`config.mk`:
```
export PLATFORM = sky130hd
export DESIGN_NAME = sync_fifo_flags
export DESIGN_NICKNAME = d
export VERILOG_FILES = /design/src/rtl/sync_fifo_flags.sv
export SDC_FILE = /design/constraint.sdc
export NUM_CORES = 1
export LEC_CHECK = 0
export CORE_UTILIZATION = 50
export DETAILED_ROUTE_END_ITERATION = 10
export GPL_ROUTABILITY_DRIVEN = 0
export GPL_TIMING_DRIVEN = 0
export PLACE_DENSITY_LB_ADDON = 0.05
export SYNTH_ARGS = -nofsm -noshare
export SYNTH_HDL_FRONTEND = slang
export SYNTH_SLANG_ARGS = --single-unit
```
`constraint.sdc`:
```
create_clock -name clk -period 3.7 [get_ports clk]
set_clock_uncertainty 0.2 [all_clocks]
set_input_delay 0.37 -clock clk [delete_from_list [all_inputs] [get_ports clk]]
set_output_delay 0.37 -clock clk [all_outputs]
set_load 0.02 [all_outputs]
```
`src/rtl/sync_fifo_flags.sv`:
```
// Single-clock 16x8 FIFO with registered read data and empty/partial/full status flags.
// Define FIFO_ERR_FLAGS_EN to add sticky overflow (OVF) and underflow (UDF) outputs.
module sync_fifo_flags #(
    parameter int unsigned WIDTH  = 8,
    parameter int unsigned DEPTH  = 16,
    parameter int unsigned PE_LVL = 4,
    parameter int unsigned PF_LVL = 12
) (
    input  logic             clk,
    input  logic             RESET,
    input  logic [WIDTH-1:0] DATA_IN,
    input  logic             WE,
    input  logic             RE,
    output logic [WIDTH-1:0] DOUT,
    output logic             EF,
    output logic             PEF,
    output logic             FF,
    output logic             PFF
`ifdef FIFO_ERR_FLAGS_EN
    ,
    output logic             OVF,
    output logic             UDF
`endif
);

    localparam int unsigned AW = $clog2(DEPTH);
    localparam logic [AW:0] FullCnt = (AW + 1)'(DEPTH);
    localparam logic [AW:0] PeCnt   = (AW + 1)'(PE_LVL);
    localparam logic [AW:0] PfCnt   = (AW + 1)'(PF_LVL);

    logic [AW:0]      wadd_q, radd_q;
    logic [AW:0]      count;
    logic [WIDTH-1:0] mem [DEPTH];
    logic [WIDTH-1:0] dout_q;
    logic             wr_en, rd_en;

    // Flags come only from registered pointers, so they never see WE/RE.
    always_comb begin
        count = wadd_q - radd_q;
        EF    = (count == '0);
        FF    = (count == FullCnt);
        PEF   = (count <= PeCnt);
        PFF   = (count >= PfCnt);
        wr_en = WE && !FF;
        rd_en = RE && !EF;
    end

    always_ff @(posedge clk or posedge RESET) begin
        if (RESET) begin
            wadd_q <= '0;
            radd_q <= '0;
            dout_q <= '0;
        end else begin
            if (wr_en) begin
                wadd_q <= wadd_q + 1'b1;
            end
            if (rd_en) begin
                radd_q <= radd_q + 1'b1;
                dout_q <= mem[radd_q[AW-1:0]];
            end
        end
    end

    // Storage has no reset; reads only ever touch entries already written.
    always_ff @(posedge clk) begin
        if (wr_en && !RESET) begin
            mem[wadd_q[AW-1:0]] <= DATA_IN;
        end
    end

    assign DOUT = dout_q;

`ifdef FIFO_ERR_FLAGS_EN
    logic ovf_q, udf_q;

    always_ff @(posedge clk or posedge RESET) begin
        if (RESET) begin
            ovf_q <= 1'b0;
            udf_q <= 1'b0;
        end else begin
            if (WE && FF) begin
                ovf_q <= 1'b1;
            end
            if (RE && EF) begin
                udf_q <= 1'b1;
            end
        end
    end

    assign OVF = ovf_q;
    assign UDF = udf_q;
`endif

endmodule

```
==> impl_metrics.ini <==
[floorplanning]
fp.dieH_um = 110.8
num_rows = 39
fp.dieArea_um2 = 12280
die_w_um = 110.8
start_util_pct = 51.61
io_pins = 24
core_um2 = 11470

[sta]
fin_crit_sh_pct = 95.83
fin_crit_ns = 3.546
rsz0062_at_grt = true
drv_slew = 0
finalSetupViolations = 0
max_freq_mhz = 282.0
finalHoldViolCount = 0
worstMarginPinSlew_ns = 0.9079
tns_ns = 0
whs_ns = 0.2491
maxSlewHeadroom_pct = 39.41
layout_setup_ws_ns = 0.1545

[detailed_routing]
drt_iter0_drc = 205
dr.pass1.iters = 4
wl_mm = 11.94
vias = 3007
post_drt_wl_per_cell_um = 23.23
vias_per_cell = 5.850
final_antenna_net_count = 0
drc = 0

[power_and_ir_drop]
swShare_pct = 32.75
p_int_mw = 3.926
vdd_ir_drop_max_v = 0.0007041
pwr-share-clk_pct = 27.5
power_density_nw_per_um2 = 826.5
switchingPower_mw = 1.912
p_comb_share_pct = 36.9
cellLeakagePower_nw = 2.383
pwr-share-seq_pct = 35.6

[yosys]
async_flop_share_pct = 12.33
synthDistinctLibCells = 32
synth_edf_count = 128
netlist_instances = 309
synth_warnings = 0
synth_nets = 331
ys_seq_area_share_pct = 72.56
synth_seq_cells = 146
postSynthAreaPerCell_um2 = 19.15
synth_flop_cell = edfxtp_1
syn-cell-area_um2 = 5918

[cts]
cts_tree = built
cts.htree.levels = 4
numCtsBuffers = 17
clockBufferDepth = 2
cts_root_buffer = clkbuf_16
clock_latency_ns = 0.42
cts.sinks = 146
clk_pin_slew_ns = 0.06
ctsHoldBuffers = 0

[setup_path]
start_kind = flop
cp_slowest_stage_delay_ns = 0.71
rr_startpoint = wadd_q[0]$_DFFE_PP0P_
crit_type = reg -> reg
path_delay_family = simple AND/OR/NAND/NOR gates
endpoint_kind = flop
crit_buf_inv = 4
path_cells = inv_1, ha_1, inv_1, fa_1, nand3_1, and3_1, a211oi_4, nand2b_1, buf_6, buf_6, nor3_2
cp.arrival_ns = 3.39
worst-endpoint-required_ns = 3.54
crit_start = wadd_q[0]$_DFFE_PP0P_
cp_slowest_cell = nor3_2
crit_fanout = 10

[flow_run]
drv_cap = 0

[global_routing]
grt_use_met1_pct = 27.40
grt_max_degree = 23
grt_usage_pct = 21.49
grt_pass1_wl_mm = 18.52
met3_usage_pct = 4.757
grtUsageMet2_pct = 35.07
antenna_found_initial = 0
first_global_vias = 3183
grt_overflow = 0
busiest_layer = met2

[final_layout]
stdcell_count = 514
diodes = 0
multi_input_area_um2 = 1648
n_fill_cell = 832
stdcell_area_um2 = 7063
ff_latch_area_um2 = 4294
syn_to_final_growth_pct = 19.34
nets = 380
drive_gt1_share_pct = 25.88

[placed_design]
dpl_cell_area_um2 = 6435
portBuffers = 23
placed_cells = 481
dpl.hpwl_mm = 7.824
post-place-ws_ns = -0.7117

[hold_path]
hold_path_class = in -> async

[status]
outcome = completed
state kept, by name, summed over array words and instances, names as in the netlist:
name,cells
wadd_q,5
mem,128
DOUT,8
radd_q,5
worst register-to-register path, stage by stage, from the launching register on:
cell      delay, ns
dfrtp_1        0.44
inv_1          0.14
ha_1           0.17
inv_1          0.05
fa_1           0.43
nand3_1        0.14
and3_1         0.33
a211oi_4       0.07
nand2b_1       0.17
buf_6          0.15
buf_6          0.17
nor3_2         0.71
per-layer routing:
metal  part of all wire, %  routed length (µm)
met1                    42                5046
met2                    50                6016
met3                   4.5                 532
met4                   2.9                 345
met5                     0                   0
area by class of cell:
type	count	area share [%]
Buffer	13	1.151
Clock buffer	20	6.182
Clock inverter	12	1.647
Inverter	7	0.3720
Multi-Input combinational cell	143	23.33
Sequential cell	146	60.80
Tap cell	143	2.533
Timing Repair Buffer	30	3.986
synthesized netlist by cell type, types with 3 or more instances:
master,instances,area share [%]
xnor2_1,6,0.89
edfxtp_1,128,65
xor2_1,6,0.89
dfrtp_1,18,7.6
ha_1,9,1.9
nand2_1,12,0.76
nor4_1,4,0.42
nor3_1,14,1.2
buf_2,5,0.42
clkbuf_1,3,0.19
nand2b_1,4,0.42
mux4_2,32,12
inv_1,7,0.44
o22ai_1,17,1.8
nand4_1,3,0.32
nor2_1,12,0.76
buf_6,3,0.57
mux2_1,9,1.7
cells in the final DEF (no fill, tap or decap), drive strengths merged, types with 10 or more instances in the layout:
master,count
buf,17
clkbuf,23
clkdlybuf4s50,21
dfrtp,18
edfxtp,128
mux2,10
mux4,32
nand2,12
nor2,12
nor3,14
o22ai,17
timing repair:
action | in CTS | in global routing
pin swaps | 0 | 2
endpoints found under the setup margin | 116 | 77
gates resized for setup | 6 | 8
buffers inserted | 0 | 1
power by group through the flow:
| stage | Combinational (mW) | Clock, mW | Sequential [mW] |
|---|---|---|---|
| 3_5_place_dp | 2.10 | 0 | 2.11 |
| 6_report | 2.15 | 1.61 | 2.08 |
| 2_1_floorplan | 1.41 | 0 | 2.14 |
| 3_3_place_gp | 2.03 | 0 | 2.10 |
| 4_1_cts | 2.15 | 1.64 | 2.08 |
| 5_1_grt | 2.35 | 1.70 | 2.10 |
worst paths after layout:
path | end | slack [ns] | cells after the start
max | mem[10][0]$_DFFE_PP_ | 0.15 | 11
min in group clk | wadd_q[4]$_DFFE_PP0P_ | 0.28 | 1
min reg2reg | wadd_q[4]$_DFFE_PP0P_ | 0.28 | 1
max reg2reg | mem[10][0]$_DFFE_PP_ | 0.15 | 11
max in group asynchronous | DOUT[1]$_DFFE_PP0P_ | 2.49 | 2
min | DOUT[0]$_DFFE_PP0P_ | 0.25 | 2
per-stage QoR:
stage / util (%) / power, mW
floorplan: - / 3.552
global placement: 55.18 / 4.137
detailed placement: 56.12 / 4.215
CTS: 61.15 / 5.859
global route: 61.59 / 6.146
finish: 61.59 / 5.838
kinds of logic after synthesis:
group / count (synthesis) / synth area share (%)
flip-flops: 146 / 72.56
buffers and inverters: 20 / 1.755
XOR/XNOR: 12 / 1.776
adder cells (fa/ha/maj): 10 / 2.241
AO/OA/AOI/OAI: 24 / 3.044
AND/OR/NAND/NOR: 55 / 4.545
multiplexers: 42 / 14.08
Power figures use the tool's default switching activity.
